**src/rtl/vxe_axi4slv_burst_biu.sv**
```systemverilog
`default_nettype none
// vxe_axi4slv_burst_biu: splits AXI4 FIXED/INCR/WRAP bursts into single-beat BIU accesses.
// Optional WRAP address support is enabled by defining VXE_AXI4SLV_BIU_WRAP_EN.
module vxe_axi4slv_burst_biu #(
    parameter int ADDR_WIDTH = 32,
    parameter int DATA_WIDTH = 32,
    parameter int ID_WIDTH   = 8
) (
    input  logic                    S_AXI4_ACLK,
    input  logic                    S_AXI4_ARESETn,
    input  logic [ID_WIDTH-1:0]     S_AXI4_AWID,
    input  logic [ADDR_WIDTH-1:0]   S_AXI4_AWADDR,
    input  logic [7:0]              S_AXI4_AWLEN,
    input  logic [2:0]              S_AXI4_AWSIZE,
    input  logic [1:0]              S_AXI4_AWBURST,
    input  logic                    S_AXI4_AWLOCK,
    input  logic [3:0]              S_AXI4_AWCACHE,
    input  logic [2:0]              S_AXI4_AWPROT,
    input  logic                    S_AXI4_AWVALID,
    output logic                    S_AXI4_AWREADY,
    input  logic [DATA_WIDTH-1:0]   S_AXI4_WDATA,
    input  logic [DATA_WIDTH/8-1:0] S_AXI4_WSTRB,
    input  logic                    S_AXI4_WLAST,
    input  logic                    S_AXI4_WVALID,
    output logic                    S_AXI4_WREADY,
    output logic [ID_WIDTH-1:0]     S_AXI4_BID,
    output logic [1:0]              S_AXI4_BRESP,
    output logic                    S_AXI4_BVALID,
    input  logic                    S_AXI4_BREADY,
    input  logic [ID_WIDTH-1:0]     S_AXI4_ARID,
    input  logic [ADDR_WIDTH-1:0]   S_AXI4_ARADDR,
    input  logic [7:0]              S_AXI4_ARLEN,
    input  logic [2:0]              S_AXI4_ARSIZE,
    input  logic [1:0]              S_AXI4_ARBURST,
    input  logic                    S_AXI4_ARLOCK,
    input  logic [3:0]              S_AXI4_ARCACHE,
    input  logic [2:0]              S_AXI4_ARPROT,
    input  logic                    S_AXI4_ARVALID,
    output logic                    S_AXI4_ARREADY,
    output logic [ID_WIDTH-1:0]     S_AXI4_RID,
    output logic [DATA_WIDTH-1:0]   S_AXI4_RDATA,
    output logic [1:0]              S_AXI4_RRESP,
    output logic                    S_AXI4_RLAST,
    output logic                    S_AXI4_RVALID,
    input  logic                    S_AXI4_RREADY,
    output logic [ADDR_WIDTH-1:0]   biu_waddr,
    output logic                    biu_wenable,
    output logic [DATA_WIDTH-1:0]   biu_wdata,
    output logic [DATA_WIDTH/8-1:0] biu_wben,
    input  logic                    biu_waccept,
    input  logic                    biu_werror,
    output logic [ADDR_WIDTH-1:0]   biu_raddr,
    output logic                    biu_renable,
    input  logic [DATA_WIDTH-1:0]   biu_rdata,
    input  logic                    biu_raccept,
    input  logic                    biu_rerror
);
    localparam int STRB_WIDTH = DATA_WIDTH / 8;
    localparam int MAX_SIZE   = $clog2(STRB_WIDTH);

    localparam logic [1:0] RESP_OKAY   = 2'b00;
    localparam logic [1:0] RESP_EXOKAY = 2'b01;
    localparam logic [1:0] RESP_SLVERR = 2'b10;
    localparam logic [1:0] BURST_FIXED = 2'b00;
    localparam logic [1:0] BURST_WRAP  = 2'b10;
    localparam logic [1:0] BURST_RSVD  = 2'b11;

    typedef enum logic [1:0] {W_IDLE, W_DATA, W_RESP} wr_state_t;
    typedef enum logic       {R_IDLE, R_DATA}         rd_state_t;

    function automatic logic [ADDR_WIDTH-1:0] next_addr(
        input logic [ADDR_WIDTH-1:0] addr,
        input logic [7:0]            len,
        input logic [2:0]            size,
        input logic [1:0]            burst
    );
        logic [ADDR_WIDTH-1:0] incr;
        logic [ADDR_WIDTH-1:0] nxt;
        incr = ADDR_WIDTH'(1) << size;
        nxt  = addr + incr;
        case (burst)
            BURST_FIXED: nxt = addr;
`ifdef VXE_AXI4SLV_BIU_WRAP_EN
            BURST_WRAP: begin
                logic [ADDR_WIDTH-1:0] mask;
                mask = ((ADDR_WIDTH'(len) + ADDR_WIDTH'(1)) << size) - ADDR_WIDTH'(1);
                nxt  = (addr & ~mask) | ((addr + incr) & mask);
            end
`else
            BURST_WRAP: begin
                logic unused_len;
                unused_len = ^len;
                nxt = addr;
            end
`endif
            default: nxt = addr + incr;
        endcase
        return nxt;
    endfunction

    // Bursts that must complete internally with SLVERR and never touch the BIU.
    function automatic logic burst_bad(
        input logic [7:0] len,
        input logic [2:0] size,
        input logic [1:0] burst
    );
        logic bad;
        bad = (size > 3'(MAX_SIZE));
`ifdef VXE_AXI4SLV_BIU_WRAP_EN
        if (burst == BURST_WRAP &&
            !(len == 8'd1 || len == 8'd3 || len == 8'd7 || len == 8'd15))
            bad = 1'b1;
`else
        if (burst == BURST_WRAP)
            bad = 1'b1;
        if (len == 8'd0 && size == 3'd0)
            bad = bad;
`endif
        return bad;
    endfunction

    logic unused_ok;
    assign unused_ok = ^{S_AXI4_AWCACHE, S_AXI4_AWPROT, S_AXI4_ARCACHE, S_AXI4_ARPROT};

    // ---------------- write path ----------------
    wr_state_t               wr_state, wr_next;
    logic [ID_WIDTH-1:0]     wr_id;
    logic [ADDR_WIDTH-1:0]   wr_addr;
    logic [7:0]              wr_len, wr_cnt;
    logic [2:0]              wr_size;
    logic [1:0]              wr_burst;
    logic                    wr_lock, wr_err, wr_bad;
    logic                    wbuf_valid, wbuf_last;
    logic [DATA_WIDTH-1:0]   wbuf_data;
    logic [STRB_WIDTH-1:0]   wbuf_strb;
    logic                    wr_aw_hs, wr_w_hs, wr_beat_done;

    always_ff @(posedge S_AXI4_ACLK or negedge S_AXI4_ARESETn) begin
        if (!S_AXI4_ARESETn) wr_state <= W_IDLE;
        else                 wr_state <= wr_next;
    end

    always_comb begin
        wr_next        = wr_state;
        S_AXI4_AWREADY = 1'b0;
        S_AXI4_WREADY  = 1'b0;
        S_AXI4_BVALID  = 1'b0;
        case (wr_state)
            W_IDLE: begin
                S_AXI4_AWREADY = 1'b1;
                if (S_AXI4_AWVALID) wr_next = W_DATA;
            end
            W_DATA: begin
                S_AXI4_WREADY = ~wbuf_valid;
                if (wr_beat_done && wr_cnt == 8'd0) wr_next = W_RESP;
            end
            W_RESP: begin
                S_AXI4_BVALID = 1'b1;
                if (S_AXI4_BREADY) wr_next = W_IDLE;
            end
            default: wr_next = W_IDLE;
        endcase
    end

    assign wr_aw_hs     = S_AXI4_AWREADY & S_AXI4_AWVALID;
    assign wr_w_hs      = S_AXI4_WREADY & S_AXI4_WVALID;
    assign wr_beat_done = (wr_state == W_DATA) & wbuf_valid & (wr_bad | biu_waccept);

    assign biu_wenable  = wbuf_valid & ~wr_bad;
    assign biu_waddr    = wr_addr;
    assign biu_wdata    = wbuf_data;
    assign biu_wben     = wbuf_strb;
    assign S_AXI4_BID   = wr_id;
    assign S_AXI4_BRESP = wr_err ? RESP_SLVERR : (wr_lock ? RESP_EXOKAY : RESP_OKAY);

    always_ff @(posedge S_AXI4_ACLK or negedge S_AXI4_ARESETn) begin
        if (!S_AXI4_ARESETn) begin
            wr_id      <= '0;
            wr_addr    <= '0;
            wr_len     <= '0;
            wr_cnt     <= '0;
            wr_size    <= '0;
            wr_burst   <= '0;
            wr_lock    <= 1'b0;
            wr_err     <= 1'b0;
            wr_bad     <= 1'b0;
            wbuf_valid <= 1'b0;
            wbuf_last  <= 1'b0;
            wbuf_data  <= '0;
            wbuf_strb  <= '0;
        end else begin
            if (wr_aw_hs) begin
                wr_id    <= S_AXI4_AWID;
                wr_addr  <= S_AXI4_AWADDR;
                wr_len   <= S_AXI4_AWLEN;
                wr_cnt   <= S_AXI4_AWLEN;
                wr_size  <= S_AXI4_AWSIZE;
                wr_burst <= S_AXI4_AWBURST;
                wr_lock  <= S_AXI4_AWLOCK;
                wr_err   <= (S_AXI4_AWBURST == BURST_RSVD);
                wr_bad   <= burst_bad(S_AXI4_AWLEN, S_AXI4_AWSIZE, S_AXI4_AWBURST);
            end
            if (wr_w_hs) begin
                wbuf_valid <= 1'b1;
                wbuf_data  <= S_AXI4_WDATA;
                wbuf_strb  <= S_AXI4_WSTRB;
                wbuf_last  <= S_AXI4_WLAST;
            end else if (wr_beat_done) begin
                wbuf_valid <= 1'b0;
                // A WLAST that disagrees with the beat count poisons the whole burst.
                wr_err <= wr_err | wr_bad | biu_werror | (wbuf_last != (wr_cnt == 8'd0));
                if (wr_cnt != 8'd0) begin
                    wr_addr <= next_addr(wr_addr, wr_len, wr_size, wr_burst);
                    wr_cnt  <= wr_cnt - 8'd1;
                end
            end
        end
    end

    // ---------------- read path ----------------
    rd_state_t               rd_state, rd_next;
    logic [ID_WIDTH-1:0]     rd_id, rid_q;
    logic [ADDR_WIDTH-1:0]   rd_addr;
    logic [7:0]              rd_len, rd_cnt;
    logic [2:0]              rd_size;
    logic [1:0]              rd_burst, rresp_q;
    logic                    rd_lock, rd_rsvd, rd_bad, rd_issued_last;
    logic                    rvalid_q, rlast_q;
    logic [DATA_WIDTH-1:0]   rdata_q;
    logic                    rd_ar_hs, rd_req, rd_beat_done;

    always_ff @(posedge S_AXI4_ACLK or negedge S_AXI4_ARESETn) begin
        if (!S_AXI4_ARESETn) rd_state <= R_IDLE;
        else                 rd_state <= rd_next;
    end

    always_comb begin
        rd_next        = rd_state;
        S_AXI4_ARREADY = 1'b0;
        case (rd_state)
            R_IDLE: begin
                S_AXI4_ARREADY = 1'b1;
                if (S_AXI4_ARVALID) rd_next = R_DATA;
            end
            R_DATA: begin
                if (rvalid_q && S_AXI4_RREADY && rlast_q) rd_next = R_IDLE;
            end
            default: rd_next = R_IDLE;
        endcase
    end

    // The output slot frees up in the same cycle RREADY drains it, sustaining one beat per cycle.
    assign rd_ar_hs     = S_AXI4_ARREADY & S_AXI4_ARVALID;
    assign rd_req       = (rd_state == R_DATA) & ~rd_issued_last & (~rvalid_q | S_AXI4_RREADY);
    assign rd_beat_done = rd_req & (rd_bad | biu_raccept);

    assign biu_renable   = rd_req & ~rd_bad;
    assign biu_raddr     = rd_addr;
    assign S_AXI4_RID    = rid_q;
    assign S_AXI4_RDATA  = rdata_q;
    assign S_AXI4_RRESP  = rresp_q;
    assign S_AXI4_RLAST  = rlast_q;
    assign S_AXI4_RVALID = rvalid_q;

    always_ff @(posedge S_AXI4_ACLK or negedge S_AXI4_ARESETn) begin
        if (!S_AXI4_ARESETn) begin
            rd_id          <= '0;
            rid_q          <= '0;
            rd_addr        <= '0;
            rd_len         <= '0;
            rd_cnt         <= '0;
            rd_size        <= '0;
            rd_burst       <= '0;
            rresp_q        <= '0;
            rd_lock        <= 1'b0;
            rd_rsvd        <= 1'b0;
            rd_bad         <= 1'b0;
            rd_issued_last <= 1'b0;
            rvalid_q       <= 1'b0;
            rlast_q        <= 1'b0;
            rdata_q        <= '0;
        end else begin
            if (rd_ar_hs) begin
                rd_id          <= S_AXI4_ARID;
                rd_addr        <= S_AXI4_ARADDR;
                rd_len         <= S_AXI4_ARLEN;
                rd_cnt         <= S_AXI4_ARLEN;
                rd_size        <= S_AXI4_ARSIZE;
                rd_burst       <= S_AXI4_ARBURST;
                rd_lock        <= S_AXI4_ARLOCK;
                rd_rsvd        <= (S_AXI4_ARBURST == BURST_RSVD);
                rd_bad         <= burst_bad(S_AXI4_ARLEN, S_AXI4_ARSIZE, S_AXI4_ARBURST);
                rd_issued_last <= 1'b0;
            end
            if (rd_beat_done) begin
                rvalid_q <= 1'b1;
                rlast_q  <= (rd_cnt == 8'd0);
                rid_q    <= rd_id;
                rdata_q  <= rd_bad ? '0 : biu_rdata;
                rresp_q  <= (rd_bad | rd_rsvd | biu_rerror) ? RESP_SLVERR
                          : (rd_lock ? RESP_EXOKAY : RESP_OKAY);
                rd_addr  <= next_addr(rd_addr, rd_len, rd_size, rd_burst);
                if (rd_cnt == 8'd0) rd_issued_last <= 1'b1;
                else                rd_cnt         <= rd_cnt - 8'd1;
            end else if (rvalid_q && S_AXI4_RREADY) begin
                rvalid_q <= 1'b0;
                rlast_q  <= 1'b0;
            end
        end
    end

endmodule
`default_nettype wire

```
**config.mk**
```make
export PLATFORM = sky130hd
export DESIGN_NAME = vxe_axi4slv_burst_biu
export DESIGN_NICKNAME = d
export VERILOG_FILES = /design/src/rtl/vxe_axi4slv_burst_biu.sv
export SDC_FILE = /design/constraint.sdc
export NUM_CORES = 1
export LEC_CHECK = 0
export ABC_AREA = 1
export CORE_MARGIN = 3
export CORE_UTILIZATION = 47
export DETAILED_ROUTE_END_ITERATION = 10
export GPL_ROUTABILITY_DRIVEN = 0
export PLACE_DENSITY = 0.77
export SYNTH_ARGS = -nofsm -noshare
export SYNTH_HDL_FRONTEND = slang
export SYNTH_SLANG_ARGS = --single-unit
```
**constraint.sdc**
```tcl
create_clock -name S_AXI4_ACLK -period 2.8 [get_ports S_AXI4_ACLK]
set_clock_uncertainty 0.1 [all_clocks]
set_input_delay 0.7 -clock S_AXI4_ACLK [delete_from_list [all_inputs] [get_ports S_AXI4_ACLK]]
set_output_delay 0.7 -clock S_AXI4_ACLK [all_outputs]
set_load 0.02 [all_outputs]
```
==> results of run 1 <==
worst max path at each step:
stage                        startpoint             to  slack, ps
after CTS                 S_AXI4_RREADY    biu_renable        160
after detailed placement  S_AXI4_RREADY    biu_renable       -110
after global placement    S_AXI4_RREADY    biu_renable        -90
after floorplan              rd_size[1]  biu_raddr[16]        550
after global routing         wr_size[0]  biu_waddr[20]          9
final                     S_AXI4_RREADY    biu_renable        170
cell type report:
type | count | area (um^2) | share of cell area
clock buffer | 17 | 425 | 0.0272
clock inverter | 15 | 234 | 0.0150
inverter | 160 | 602 | 0.0385
multi-input combinational | 1012 | 5340 | 0.341
sequential | 196 | 4900 | 0.314
tap | 313 | 392 | 0.0250
timing repair buffer | 376 | 3740 | 0.239
kinds of logic (layout without fill, tap and decap cells):
group,after synthesis,in the layout,synth area share
mux,40,40,0.0402
compound gates,173,173,0.100
buf+inv,207,568,0.0795
fa+ha+maj,21,21,0.0250
simple gates,757,757,0.297
xor+xnor,21,21,0.0165
flops,196,196,0.441
stage by stage:
step	cell area [um^2]	hold WS [ps]	TNS, ps	utilization
final	15600	110	0	0.683
after global placement	15000	359	-90.9	0.654
after global routing	15600	124	0	0.683
after detailed placement	15000	371	-106	0.654
after CTS	15600	114	0	0.682
after floorplan	11100	304	0	-
cells in the mapped netlist, types with 10 or more instances:
library cell,number
sky130_fd_sc_hd__nand2_1,405
sky130_fd_sc_hd__dfrtp_1,196
sky130_fd_sc_hd__inv_1,152
sky130_fd_sc_hd__nand3_1,135
sky130_fd_sc_hd__nor2_1,126
sky130_fd_sc_hd__o21ai_0,77
sky130_fd_sc_hd__mux2_2,37
sky130_fd_sc_hd__nor3_1,35
sky130_fd_sc_hd__a32o_1,32
sky130_fd_sc_hd__buf_2,25
sky130_fd_sc_hd__a21oi_1,24
sky130_fd_sc_hd__nand4_1,20
sky130_fd_sc_hd__ha_1,19
sky130_fd_sc_hd__xor2_1,15
sky130_fd_sc_hd__o211ai_1,14
sky130_fd_sc_hd__or2_2,10
worst max-delay path: stages:
cell and delay (ps):
sky130_fd_sc_hd__clkdlybuf4s50_1 480, sky130_fd_sc_hd__inv_1 40, sky130_fd_sc_hd__nand2_1 80, sky130_fd_sc_hd__nand3_1 80, sky130_fd_sc_hd__inv_1 80, sky130_fd_sc_hd__dlygate4sd2_1 360
flip-flops by register name, summed over array words and instances, names as in the netlist, 2 cells and up:
register and flops:
rd_id 8, wr_cnt 8, rd_size 3, biu_raddr 32
rd_cnt 8, biu_wdata 32, S_AXI4_BID 8, wr_size 3
biu_wben 4, S_AXI4_RRESP 2, biu_waddr 32, S_AXI4_RDATA 32
wr_state 2, S_AXI4_RID 8
repair_timing:
action                     CTS  global route
setup endpoints to repair    1             5
pin swaps                    0             0
gates resized for setup      1             2
cloned                       0             0
layer usage:
layer	track usage	up-vias
met5	0	-
met4	0.0793	0
met3	0.0659	44
met2	0.484	486
met1	0.343	5293
li1	-	5347
power by group through the flow:
stage | combinational (W) | clock, W | sequential, W
after floorplan | 0.00463 | 0 | 0.00622
after global placement | 0.00913 | 0 | 0.00529
after detailed placement | 0.00934 | 0 | 0.00534
after CTS | 0.00941 | 0.00272 | 0.00530
after global routing | 0.0102 | 0.00283 | 0.00549
final | 0.00938 | 0.00267 | 0.00534
==> results by stage, run 1 <==
Layout:
- The layout filler cell count is 1,888.
- In the layout the commonest cells are sky130_fd_sc_hd__nand2_1, sky130_fd_sc_hd__clkdlybuf4s50_1, sky130_fd_sc_hd__dfrtp_1, sky130_fd_sc_hd__inv_1, sky130_fd_sc_hd__nand3_1.
- Leaving out fill and tap cells, the most frequent cell in the layout is sky130_fd_sc_hd__nand2_1.
- 0 antenna diodes ended up in the layout.
- The net total in the final layout is 1,986.
- The fraction of layout instances using a drive strength above 1 is 0.0771.
- For this run, the number of standard cells in the final layout without fillers is 2,089.
- The area growth from synthesis to final layout is 40.6%.

Logic synthesis:
- The warning count from the yosys run is 0.
- The largest area contributor in the synthesized netlist is sky130_fd_sc_hd__dfrtp_1.
- Among all flip-flop cells after synthesis, the most frequent one is sky130_fd_sc_hd__dfrtp_1.
- The post-synthesis area per instance is 7.86 um^2.
- The gate count after technology mapping is 1,415.
- The share of synthesized area in the top cell type comes to 0.441.
- The share of synthesized area occupied by flip-flops and latches is 0.441.
- Counting flops with an async set or reset pin after synthesis yields a share of 1.00.
- The flip-flop and latch count after synthesis is 196.
- In the post-synthesis netlist, the biggest area contributors are sky130_fd_sc_hd__dfrtp_1, sky130_fd_sc_hd__nand2_1, sky130_fd_sc_hd__nand3_1.
- The synthesized design contains 0 enable-type register cells.
- The mapped cell area is 11,100 um^2.
- After synthesis, the netlist uses 49 different library cells.
- Synthesis produced a netlist with a net count of 1,638.

Global route:
- The number of antenna violations at the first check in global routing is 0.
- The first global-routing pass estimated 57.3 mm of wire.
- After global routing the overflow that remains totals 0.
- The number of global-route vias before repair is 10,800.
- For this run, the total global-route usage over all layers was measured as 0.277.
- Entering global routing, the biggest net connects 52 pins.

Worst setup path:
- The arrival time reported for the critical path endpoint is 1830 ps.
- The length in cells of the worst reg-to-reg path is 14.
- The worst setup path is captured at an output port.
- The worst flop-to-flop path startpoint is rd_size[1].
- The critical path data required time is 2000 ps.
- In this run the critical register-to-register path is captured at biu_raddr[16].
- The register-to-register setup slack is 260 ps.
- The critical path class is input port to output port.
- The worst setup path is launched from an input port.
- The highest fanout seen on the critical path is 2.

Timing:
- The final count of pins violating max slew is 0.
- Setup repair after global routing left no endpoint under its margin.
- The hold violation total from the final report is 0.
- Subtracting the final worst setup slack from the clock period gives 2630 ps.
- Based on the critical path, the design can be clocked at up to 381 MHz.
- In the finished design, the share of the clock period the worst path needs comes to 0.939.
- Setup violations remaining at the end of the flow were counted as 0.
- The worst max-slew margin expressed relative to the limit is 0.646.
- The final critical-path setup slack is 172 ps.
- The slew at the pin closest to its max-slew limit is 528 ps.

Clock network:
- The TritonCTS buffer count is 17.
- The number of clock sinks is 196.
- The TritonCTS clock tree is done.
- After clock tree synthesis, the flow added hold-fix buffers numbering 0.
- Once the clock tree was built, the setup fixing pass inserted 0 buffers.
- The clock latency reported for the late side of the worst-skew pair is 440 ps.
- The maximum clock path buffer count is 2.
- CTS placed an instance of sky130_fd_sc_hd__clkbuf_16 at the clock tree root.
- The maximum level of the CTS H-tree is 4.
- The clock transition at the registers of the reported paths is 90 ps.

Route:
- The average detailed-routed wire length per instance is 17.2 um.
- The length of routed met2 wiring is 17.9 mm.
- The starting DRC count in detailed routing is 941.
- The number of detailed-routing iterations run before antenna repair is 6.
- The uppermost layer routed is met4.
- The number of vias after detailed routing is 11,200.
- The routed design has 35.8 mm of wire.
- In the routed layout, each cell is associated on average with a via count of 5.35.
- The detail route stage leaves a number of antenna-violating nets equal to 0.
- The met3 wire length is 3.14 mm.
- The number of DRC violations after detailed routing is 0.
- The routed metal-1 wirelength is 14.1 mm.

Min path:
- The class of the tightest hold or removal check is input port to asynchronous set/reset pin.

Power:
- Of the total power, the share spent switching nets is 0.459.
- The relative contribution of combinational cells to total power is 0.540.
- Cell internal power was estimated by the tool at 0.00941 W.
- The worst-case IR drop observed on VDD is 522 uV.
- The cell area power density is 1110 nW/um^2.
- The clock share of power is 0.154.
- The power consumption is 0.0174 W.
- In this run the static leakage power is 7.17 nW.
- The analysis attributes to net switching a power of 0.00798 W.
- The relative contribution of sequential cells to total power is 0.307.

Flow run:
- Across the run, the number of max-cap violations was 0.

Floorplan:
- In this run the core area contains 55 standard-cell rows.
- The floorplan step defined a die boundary enclosing 25,500 um^2.
- The die outline width is 160 um.
- During I/O placement, the number of pins put on the boundary was 362.
- The initial utilization of the core area, before any placement, comes to 0.485.
- In this run the standard cell core region covers 22,900 um^2.
- The height of the chip is 160 um.

Place:
- The HPWL after detailed placement is 27.4 mm.
- The pre-CTS setup slack is -106 ps.
- The number of placed instances, taps included, is 2,057.
- Buffers placed on the I/O ports in this run total 347.

Run status:
- The flow ran to the end, and the final reports show no timing, DRC or antenna violations.
No activity file was read; power rests on OpenSTA's default activity.
==> inputs of run 2 (changes only) <==
--- a/config.mk
+++ b/config.mk
@@ -7,10 +7,11 @@
 export LEC_CHECK = 0
 export ABC_AREA = 1
 export CORE_MARGIN = 3
-export CORE_UTILIZATION = 47
+export CORE_UTILIZATION = 31
 export DETAILED_ROUTE_END_ITERATION = 10
 export GPL_ROUTABILITY_DRIVEN = 0
-export PLACE_DENSITY = 0.77
+export PLACE_DENSITY = 0.54
 export SYNTH_ARGS = -nofsm -noshare
 export SYNTH_HDL_FRONTEND = slang
 export SYNTH_SLANG_ARGS = --single-unit
+export TNS_END_PERCENT = 1
==> results by stage, run 2 (same netlist as run 1, synthesis figures left out) <==
Run status:
- The flow ran to the end, and the final reports show no timing, DRC or antenna violations.

Floorplan:
- In this run the horizontal extent of the chip is 195 um.
- The effective utilization at floorplan is 0.318.
- The total core area is 35,000 um^2.
- The number of placed I/O pins is 362.
- Row generation in the floorplan step produced 68 rows.
- The height of the chip is 195 um.
- The overall die area is 38,200 um^2.

Clock network:
- The maximum level of the CTS H-tree is 4.
- Counting every sink on the clock net gives 196.
- The post-CTS setup buffer count is 0.
- The maximum clock path buffer count is 2.
- The clock latency reported for the late side of the worst-skew pair is 450 ps.
- The TritonCTS buffer count is 17.
- In this run the clock root is driven by a sky130_fd_sc_hd__clkbuf_16.
- TritonCTS built the clock tree.
- After clock tree synthesis, the clock-pin slew on the worst setup and hold paths is 80 ps.

Place:
- During placement, the flow inserted port buffers numbering 347.
- The instance area at placement is 15,100 um^2.
- Prior to clock tree synthesis, the placed netlist has a worst setup slack of 106 ps.
- The HPWL reported at the end of detailed placement is 29.7 mm.

Global route:
- The first global-routing pass estimated 61.6 mm of wire.
- In the global route stage, overall resource usage came out at 0.203.
- The number of global-route vias before repair was 10,800.
- The number of antenna violations at the first check in global routing was 1.
- The largest net degree at the start of global routing is 50.
- The overflow left after global routing is 0.

Timing:
- Dividing the final minimum period by the clock period gives 0.950.
- The hold violation total from the final report was 0.
- The routed design could run at a clock period as short as 2660 ps.
- At the pin with the least slew margin, the transition time is 557 ps.
- The worst hold margin is 95.1 ps.
- The sum of negative setup slack is 0 ps.
- Setup violations remaining at the end of the flow were counted as 0.
- Setup repair after global routing left no endpoint under its margin.
- The worst max-slew margin expressed relative to the limit is 0.628.
- The final critical-path setup slack is 141 ps.
- Timing would allow up to 376 MHz.
- The final count of pins violating max slew was 0.

Worst setup path:
- The kind of launch point of the worst setup path is a register.
- The worst setup path is captured at an output port.
- The kind of cell with the highest combined delay on the critical path is buffers and inverters.
- Traced cell by cell, the critical path runs through inv_1 -> nand2_1 -> nor2_1 -> clkdlybuf4s50_1.
- The register-to-register setup slack is 270 ps.
- The library cell contributing the largest single delay on the critical path is sky130_fd_sc_hd__clkdlybuf4s50_1.
- The arrival time reported for the critical path endpoint is 1860 ps.
- The critical path class is register to output port.
- At the worst endpoint, the required time is 2000 ps.
- The largest incremental delay on the critical path is 660 ps.
- Along the worst path, the maximum fanout reaches 3.
- The critical path contains buffers and inverters numbering 2 combined.

Layout:
- The multi-input combinational cell area is 5340 um^2.
- The area taken by flip-flops and latches is 4900 um^2.
- The area growth from synthesis to final layout is 41.6%.
- Leaving out fill and tap cells, the most frequent cell in the layout is sky130_fd_sc_hd__nand2_1.
- Summing all non-filler instances in the final layout gives an area of 15,700 um^2.
- The fraction of layout instances using a drive strength above 1 is 0.0762.
- The layout filler cell count is 3,524.
- The top cell types in the final layout, fill and taps aside, are sky130_fd_sc_hd__nand2_1, sky130_fd_sc_hd__clkdlybuf4s50_1, sky130_fd_sc_hd__dfrtp_1, sky130_fd_sc_hd__inv_1, sky130_fd_sc_hd__nand3_1.
- The final layout contains 1,982 nets.

Flow run:
- Across the run, the number of max-cap violations was 0.

Min path:
- The class of the tightest hold or removal check is input port to asynchronous set/reset pin.

Power:
- The power consumption is 0.0173 W.
- IR analysis of the VDD net gives a maximum drop of 520 uV.
- Power spread over the standard cell area amounts to 1100 nW/um^2.
- The analysis attributes to cell leakage a power of 7.12 nW.

Route:
- After detailed routing, the average wire length per cell comes to 17.4 um.
- The first TritonRoute pass finished after 5 iterations.
- The number of DRC violations after detailed routing is 0.
- The via count normalized by instance count is 4.85.
- The number of routed nets with antenna violations is 0.
- The routed wire length is 38.9 mm.
- The number of vias after detailed routing is 10,800.
- The starting DRC count in detailed routing is 658.
[run 2: what timing repair did]
action                     4_1_cts  5_1_grt
hold buffers                     0        0
resized for setup                0        2
setup endpoints to repair        0        6
[run 2: routing by layer]
layer / GRT usage / up-vias / routed length (um)
met5: 0 / - / 0
met1: 0.270 / 5155 / 17600
met2: 0.338 / 284 / 18700
met3: 0.0392 / 35 / 1940
met4: 0.0533 / 0 / 646
li1: - / 5337 / -
[run 2: layout make-up]
type,count,area share
multi-input combinational,1012,0.339
sequential,196,0.311
timing repair buffer,372,0.237
inverter,160,0.0382
tap,455,0.0362
clock buffer,17,0.0270
clock inverter,15,0.0105
antenna,1,0.000159
[run 2: report_power, final]
group | leakage, nW | total (W) | switching [W] | internal [W]
clock | 0.277 | 0.00256 | 0.00129 | 0.00127
combinational | 4.42 | 0.00946 | 0.00542 | 0.00404
sequential | 2.42 | 0.00531 | 0.00120 | 0.00411
[run 2: worst reg2reg max path, stage by stage, from the launching register on]
cell and delay (ps):
sky130_fd_sc_hd__dfrtp_1 440, sky130_fd_sc_hd__nor3_2 260, sky130_fd_sc_hd__ha_1 240, sky130_fd_sc_hd__inv_1 70, sky130_fd_sc_hd__fa_1 410, sky130_fd_sc_hd__inv_1 110
sky130_fd_sc_hd__nand3_1 70, sky130_fd_sc_hd__nand3_1 100, sky130_fd_sc_hd__buf_4 140, sky130_fd_sc_hd__nand2_1 50, sky130_fd_sc_hd__nand2_1 150, sky130_fd_sc_hd__nand2_1 70
sky130_fd_sc_hd__nand2_1 60, sky130_fd_sc_hd__nand3_1 60, sky130_fd_sc_hd__nand2_1 60, sky130_fd_sc_hd__nand2_1 40
[run 2: final timing paths]
path                                     start             to  cells past startpoint
worst max register to register      rd_size[1]  biu_raddr[28]                     15
max in group asynchronous       S_AXI4_ARESETn   biu_wdata[5]                      2
worst max-delay path               wr_state[1]  S_AXI4_WREADY                      4
worst min register to register        rd_state       rd_state                      2
min in group S_AXI4_ACLK              rd_state       rd_state                      2
worst min-delay path            S_AXI4_ARESETn   biu_waddr[1]                      1
[run 2: through the flow]
step | utilization | cells
6_report | 0.450 | 2228
5_1_grt | 0.450 | 2228
4_1_cts | 0.450 | 2227
3_5_place_dp | 0.433 | 2195
3_3_place_gp | 0.433 | 2195
2_1_floorplan | - | 1415
